### src/rtl/uart_tx_arbiter.sv
// Purpose: share one uart_tx between two byte channels, each buffered by a small FIFO.
// Latency: 2 cycles from chN_valid to tx_en when idle (1 cycle FIFO write, 1 cycle grant).
// Backpressure: tx_rdy stalls grants; a full FIFO drops the incoming byte and bumps its saturating drop counter.
//
// Ports:
//   clk, rst                   clock and synchronous active-high reset
//   ch0_valid/ch0_data         channel 0 byte strobe (forwarded board traffic)
//   ch1_valid/ch1_data         channel 1 byte strobe (PC injection)
//   prio_mode                  0 = round-robin, 1 = strict priority to ch1
//   ch0_enable                 0 = ch0 pushes ignored (not counted as drops)
//   tx_rdy                     uart_tx idle indication
//   tx_en/tx_data/tx_src       start strobe, byte and source channel towards uart_tx
//   ch0_level/ch1_level        FIFO occupancy, 0..depth
//   ch0_drops/ch1_drops        saturating overflow counters

module uart_tx_arb_fifo #(
  parameter int DATA_W = 8,
  parameter int AW     = 2
) (
  input  logic              clk,
  input  logic              rst,
  input  logic              push,
  input  logic [DATA_W-1:0] wdata,
  input  logic              pop,
  output logic [DATA_W-1:0] rdata,
  output logic [AW:0]       level,
  output logic              empty
);
  // Purpose: small show-ahead FIFO, head visible on rdata while non-empty.
  // Latency: a pushed byte is visible on rdata the cycle after the push.
  // Backpressure: push while full and pop while empty are ignored.

  localparam int          DEPTH_N = 1 << AW;
  localparam logic [AW:0] DEPTH   = {1'b1, {AW{1'b0}}};

  logic [DATA_W-1:0] mem [DEPTH_N];
  logic [AW-1:0]     wr_ptr;
  logic [AW-1:0]     rd_ptr;
  logic              full;
  logic              do_push;
  logic              do_pop;

  assign full    = (level == DEPTH);
  assign empty   = (level == '0);
  assign do_push = push && !full;
  assign do_pop  = pop && !empty;
  assign rdata   = mem[rd_ptr];

  always_ff @(posedge clk) begin
    if (do_push) begin
      mem[wr_ptr] <= wdata;
    end
  end

  // Pointers are exactly AW bits wide, so they wrap modulo depth on their own.
  always_ff @(posedge clk) begin
    if (rst) begin
      wr_ptr <= '0;
      rd_ptr <= '0;
      level  <= '0;
    end else begin
      if (do_push) wr_ptr <= wr_ptr + 1'b1;
      if (do_pop)  rd_ptr <= rd_ptr + 1'b1;
      case ({do_push, do_pop})
        2'b10:   level <= level + (AW+1)'(1);
        2'b01:   level <= level - (AW+1)'(1);
        default: level <= level;
      endcase
    end
  end
endmodule

module uart_tx_arbiter #(
  parameter int DATA_W  = 8,
  parameter int FIFO_AW = 2,
  parameter int CNT_W   = 8
) (
  input  logic               clk,
  input  logic               rst,
  input  logic               ch0_valid,
  input  logic [DATA_W-1:0]  ch0_data,
  input  logic               ch1_valid,
  input  logic [DATA_W-1:0]  ch1_data,
  input  logic               prio_mode,
  input  logic               ch0_enable,
  input  logic               tx_rdy,
  output logic               tx_en,
  output logic [DATA_W-1:0]  tx_data,
  output logic               tx_src,
  output logic [FIFO_AW:0]   ch0_level,
  output logic [FIFO_AW:0]   ch1_level,
  output logic [CNT_W-1:0]   ch0_drops,
  output logic [CNT_W-1:0]   ch1_drops
);

  typedef enum logic [1:0] {
    IDLE      = 2'd0,
    WAIT_BUSY = 2'd1,
    WAIT_DONE = 2'd2
  } state_t;

  localparam logic [FIFO_AW:0] DEPTH = {1'b1, {FIFO_AW{1'b0}}};

  state_t            state;
  logic              rr_ptr;       // channel favoured when both FIFOs hold data
  logic              busy_wait;    // one WAIT_BUSY cycle already spent with tx_rdy high
  logic              ch0_req;
  logic              ch1_req;
  logic              ch0_empty;
  logic              ch1_empty;
  logic [DATA_W-1:0] ch0_head;
  logic [DATA_W-1:0] ch1_head;
  logic              sel_ch1;
  logic              start;
  logic              pop0;
  logic              pop1;

  // Disabled ch0 traffic is filtered before the FIFO, so it never reaches the drop counter.
  assign ch0_req = ch0_valid && ch0_enable;
  assign ch1_req = ch1_valid;

  uart_tx_arb_fifo #(.DATA_W(DATA_W), .AW(FIFO_AW)) u_fifo0 (
    .clk   (clk),
    .rst   (rst),
    .push  (ch0_req),
    .wdata (ch0_data),
    .pop   (pop0),
    .rdata (ch0_head),
    .level (ch0_level),
    .empty (ch0_empty)
  );

  uart_tx_arb_fifo #(.DATA_W(DATA_W), .AW(FIFO_AW)) u_fifo1 (
    .clk   (clk),
    .rst   (rst),
    .push  (ch1_req),
    .wdata (ch1_data),
    .pop   (pop1),
    .rdata (ch1_head),
    .level (ch1_level),
    .empty (ch1_empty)
  );

  // Full check uses the pre-edge level, so a push racing a pop on a full FIFO is still a drop.
  always_ff @(posedge clk) begin
    if (rst) begin
      ch0_drops <= '0;
      ch1_drops <= '0;
    end else begin
      if (ch0_req && (ch0_level == DEPTH) && (ch0_drops != '1))
        ch0_drops <= ch0_drops + CNT_W'(1);
      if (ch1_req && (ch1_level == DEPTH) && (ch1_drops != '1))
        ch1_drops <= ch1_drops + CNT_W'(1);
    end
  end

  // A lone non-empty channel wins regardless of mode or pointer.
  always_comb begin
    sel_ch1 = 1'b0;
    if (prio_mode)      sel_ch1 = !ch1_empty;
    else if (ch0_empty) sel_ch1 = 1'b1;
    else if (ch1_empty) sel_ch1 = 1'b0;
    else                sel_ch1 = rr_ptr;
  end

  assign start = (state == IDLE) && tx_rdy && !(ch0_empty && ch1_empty);
  assign pop0  = start && !sel_ch1;
  assign pop1  = start && sel_ch1;

  always_ff @(posedge clk) begin
    if (rst) begin
      state     <= IDLE;
      tx_en     <= 1'b0;
      tx_data   <= '0;
      tx_src    <= 1'b0;
      rr_ptr    <= 1'b0;
      busy_wait <= 1'b0;
    end else begin
      tx_en <= 1'b0;
      case (state)
        IDLE: begin
          if (start) begin
            tx_data   <= sel_ch1 ? ch1_head : ch0_head;
            tx_src    <= sel_ch1;
            tx_en     <= 1'b1;
            rr_ptr    <= !sel_ch1;
            busy_wait <= 1'b0;
            state     <= WAIT_BUSY;
          end
        end
        WAIT_BUSY: begin
          // uart_tx only reacts one cycle after tx_en, so allow two samples
          // before giving up on the byte.
          if (!tx_rdy)        state     <= WAIT_DONE;
          else if (busy_wait) state     <= IDLE;
          else                busy_wait <= 1'b1;
        end
        WAIT_DONE: begin
          if (tx_rdy) state <= IDLE;
        end
        default: state <= IDLE;
      endcase
    end
  end
endmodule

### config.mk
export PLATFORM = sky130hd
export DESIGN_NAME = uart_tx_arbiter
export DESIGN_NICKNAME = d
export VERILOG_FILES = /design/src/rtl/uart_tx_arbiter.sv
export SDC_FILE = /design/constraint.sdc
export NUM_CORES = 1
export LEC_CHECK = 0
export CORE_AREA = 5 5 94 184
export CTS_BUF_LIST = sky130_fd_sc_hd__clkbuf_4 sky130_fd_sc_hd__clkbuf_8 sky130_fd_sc_hd__clkbuf_16
export DETAILED_ROUTE_END_ITERATION = 7
export DIE_AREA = 0 0 99 189
export DONT_BUFFER_PORTS = 1
export SLEW_MARGIN = 15
export SYNTH_ARGS = -nofsm -noshare
export SYNTH_HDL_FRONTEND = slang
export SYNTH_SLANG_ARGS = --single-unit
export TNS_END_PERCENT = 1
### constraint.sdc
create_clock -name clk -period 2.2 [get_ports clk]
set_input_delay 0.33 -clock clk [delete_from_list [all_inputs] [get_ports clk]]
set_output_delay 0.33 -clock clk [all_outputs]
set_load 0.05 [all_outputs]
==> metrics.yaml <==
power:
  power_w: 0.00628
  p_int_w: 0.00410
  swShare_pct: 34.8
  power_frac_comb_pct: 27.3
  pwr_density_cell_nw_per_um2: 1170
  ir_drop_uv: 457
  power_frac_seq_pct: 48.3
  p_sw_w: 0.00219
  p_leak_nw: 1.85
  clkPwrFrac_pct: 24.4
cts:
  cts_tree: "done"
  htreeDepth: 3
  cts_root_buf: "clkbuf_16"
  insertion_delay_ps: 340
  cts_buffer_depth: 2
  path_clk_slew_ps: 70
  cts.sinks: 112
  cts_buffers: 9
grt:
  grt_pass1_vias: 2763
  antenna_found_initial: 0
  grt_overflow: 0
  grt_max_degree: 47
  grtUsageTotal_pct: 10.7
  grt_pass1_wl_mm: 15.0
timing:
  period_minus_slack_ps: 2100
  finalSetupTns_ps: 0
  clock-skew-final_ps: 6.46
  hold_ws_ps: 37.0
  fin_crit_sh_pct: 95.3
  max_freq_mhz: 477
  setup_viol: 0
  finalWorstSetupSlack_ps: 103
  worst_pin_slew_ps: 723
  relSlewSlack_pct: 51.8
  finalMaxSlewViolations: 0
  hold_viol_final: 0
die:
  initial_core_util_pct: 29.5
  die_area_um2: 18700
  num_rows: 65
  ioPinCount: 55
  die_w_um: 99
  core_region_area_um2: 15700
  die_h_um: 189
placement:
  place.gp.congestion: 0.750
  placed_area_um2: 5080
  place_hpwl_mm: 7.14
  place_ws_ps: 38.9
  portBuffers: 0
synthesis:
  synth_common_cells: "edfxtp_1 (64), dfxtp_1 (48), nor2_1 (38), inv_1 (16), mux4_2 (16)"
  yosysWarningCount: 0
  netlist.area_leader.share_pct: 41.6
  synth_async_sr_flop_share_pct: 0
  synth_ff_type: "edfxtp_1"
  syn-num-nets: 367
  synth_cells: 330
  synth_cell_types: 43
  yosys.area.top_type: "edfxtp_1"
  ys_seq_area_share_pct: 62.4
  ys_ff_latch: 112
  synth.most_common_cell: "edfxtp_1"
  synth.top_cells.by_area: "edfxtp_1 (42%), dfxtp_1 (21%), mux4_2 (7.8%)"
  avgSynthCellArea_um2: 14.0
  synth_area_um2: 4620
  synth_edf_count: 64
min_path:
  hold_depth: 1
  hp-start: "rst"
  hold_path_class: "input port to flop"
  hold_end: "tx_data[0]$_SDFFE_PP0P_"
route:
  drt_iter0_markers: 74
  ant_nets: 0
  vias: 2630
  drt_wl_total_mm: 9.46
  via_per_inst: 4.65
  remaining_drc_errors: 0
  wl_per_cell_um: 16.7
  dr.pass1.iters: 4
worst_setup_path:
  rrSetupSlack_ps: 100
  worstPathRequired_ps: 2470
  cp_max_fo: 4
  rr_worst_depth: 8
  worstSetupPathType: "flop to flop"
  critPathArrivalTime_ps: 2360
  worstReg2RegStart: "u_fifo1.level[1]$_SDFFE_PP0P_"
  end_kind: "flop"
  crit_path_start_kind: "flop"
  rr_endpoint: "u_fifo0.level[2]$_SDFFE_PP0P_"
finish:
  final_area_um2: 5380
  fin_nets: 396
  num_antenna_cells: 0
  area.growth.synth_to_final_pct: 16.3
  drive_above_1_share_pct: 24.5
flow_run:
  cap_violations: 0
run_status:
  status: "finished clean"
## critical path, cell delays in order, from the launching register on
cell and delay [ps]:
dfxtp_4 360, o32ai_4 270, and3_1 260, ha_4 150, inv_1 50, fa_2 330, xor2_1 150, or3_1 310
a21oi_1 150
## area by class of cell
class / count / area (um^2)
Tap cell: 201 / 251
Timing Repair Buffer: 30 / 225
Sequential cell: 112 / 2900
Clock inverter: 4 / 32.5
Clock buffer: 12 / 248
Fill cell: 1538 / 10300
Inverter: 16 / 60.1
Multi-Input combinational cell: 190 / 1660
## cells in the final DEF (no fill, tap or decap), types with 2 or more instances in the layout
cell | Yosys | final
mux4_2 | 16 | 16
nand2_1 | 6 | 6
nor3b_2 | 2 | 2
o2111ai_1 | 2 | 2
dfxtp_1 | 48 | 42
nand3_1 | 3 | 3
xnor2_1 | 5 | 5
nor2_1 | 38 | 38
a21oi_1 | 13 | 13
or3_1 | 5 | 5
buf_4 | 0 | 30
dfxtp_2 | 0 | 4
xor2_1 | 12 | 12
ha_1 | 12 | 10
edfxtp_1 | 64 | 64
clkbuf_4 | 0 | 3
o21ai_1 | 2 | 2
clkbuf_16 | 0 | 9
clkinv_4 | 0 | 2
dfxtp_4 | 0 | 2
and3_1 | 4 | 4
a211oi_2 | 8 | 8
mux2i_1 | 14 | 14
o211ai_1 | 3 | 3
clkinvlp_4 | 0 | 2
nand4_1 | 5 | 5
inv_1 | 16 | 16
or4_1 | 2 | 2
or2_2 | 2 | 2
o31ai_1 | 2 | 2
and2_1 | 9 | 9
nor3_1 | 4 | 3
o21ai_0 | 6 | 6
## state kept, by name, summed over array words and instances (netlist names), named ones only
| name | cells |
|---|---|
| u_fifo0.rd_ptr | 2 |
| busy_wait | 1 |
| tx_en | 1 |
| ch0_drops | 8 |
| u_fifo1.rd_ptr | 2 |
| u_fifo0.level | 3 |
| u_fifo0.wr_ptr | 2 |
| u_fifo0.mem | 32 |
| u_fifo1.mem | 32 |
| rr_ptr | 1 |
| tx_src | 1 |
| ch1_drops | 8 |
| u_fifo1.wr_ptr | 2 |
| state | 2 |
| tx_data | 8 |
| u_fifo1.level | 3 |
## power by group through the flow
stage          Clock (W)  Combinational [W]  Sequential (W)
2_1_floorplan          0            0.00120         0.00318
3_3_place_gp           0            0.00169         0.00307
3_5_place_dp           0            0.00172         0.00308
4_1_cts          0.00158            0.00174         0.00304
5_1_grt          0.00166            0.00188         0.00307
6_report         0.00154            0.00172         0.00303
## layer usage
metal	up-vias	wire length [um]	global-route usage (%)
li1	1282	-	-
met1	1289	3390	10.4
met2	48	5380	20.0
met3	11	503	3.72
met4	0	187	4.47
met5	-	0	0
## through the flow
stage / utilization (%) / std cells
3_5_place_dp: 32.4 / 548
6_report: 34.3 / 565
3_3_place_gp: 32.4 / 548
2_1_floorplan: - / 330
4_1_cts: 34.2 / 564
5_1_grt: 34.3 / 565
## what timing repair did
action	in CTS	in global routing
hold buffers	0	0
endpoints found under the hold margin	0	0
setup endpoints to repair	0	1
resized for setup	0	2
buffers inserted	0	1
## worst max path at each step
stage	startpoint	endpoint	slack [ps]	cells past startpoint
after CTS	u_fifo0.level[0]$_SDFFE_PP0P_	u_fifo1.level[2]$_SDFFE_PP0P_	20	8
after floorplan	u_fifo1.level[1]$_SDFFE_PP0P_	u_fifo0.level[2]$_SDFFE_PP0P_	10	9
after global routing	state[0]$_SDFFE_PP0P_	u_fifo1.level[2]$_SDFFE_PP0P_	-0.04	8
final	u_fifo1.level[1]$_SDFFE_PP0P_	u_fifo0.level[2]$_SDFFE_PP0P_	100	8
after detailed placement	u_fifo0.level[0]$_SDFFE_PP0P_	u_fifo1.level[2]$_SDFFE_PP0P_	40	8
after global placement	u_fifo0.level[0]$_SDFFE_PP0P_	u_fifo1.level[2]$_SDFFE_PP0P_	70	8
## kinds of logic (layout without fill, tap and decap cells)
group / count (synthesis) / in the layout / share of synthesized area (%)
compound gates: 43 / 43 / 7.39
xor+xnor: 17 / 17 / 3.22
simple gates: 86 / 86 / 9.72
mux: 30 / 30 / 10.8
fa+ha+maj: 14 / 14 / 4.11
buf+inv: 28 / 62 / 2.38
flops: 112 / 112 / 62.4
Note: power is estimated with default switching activity, not from simulation.
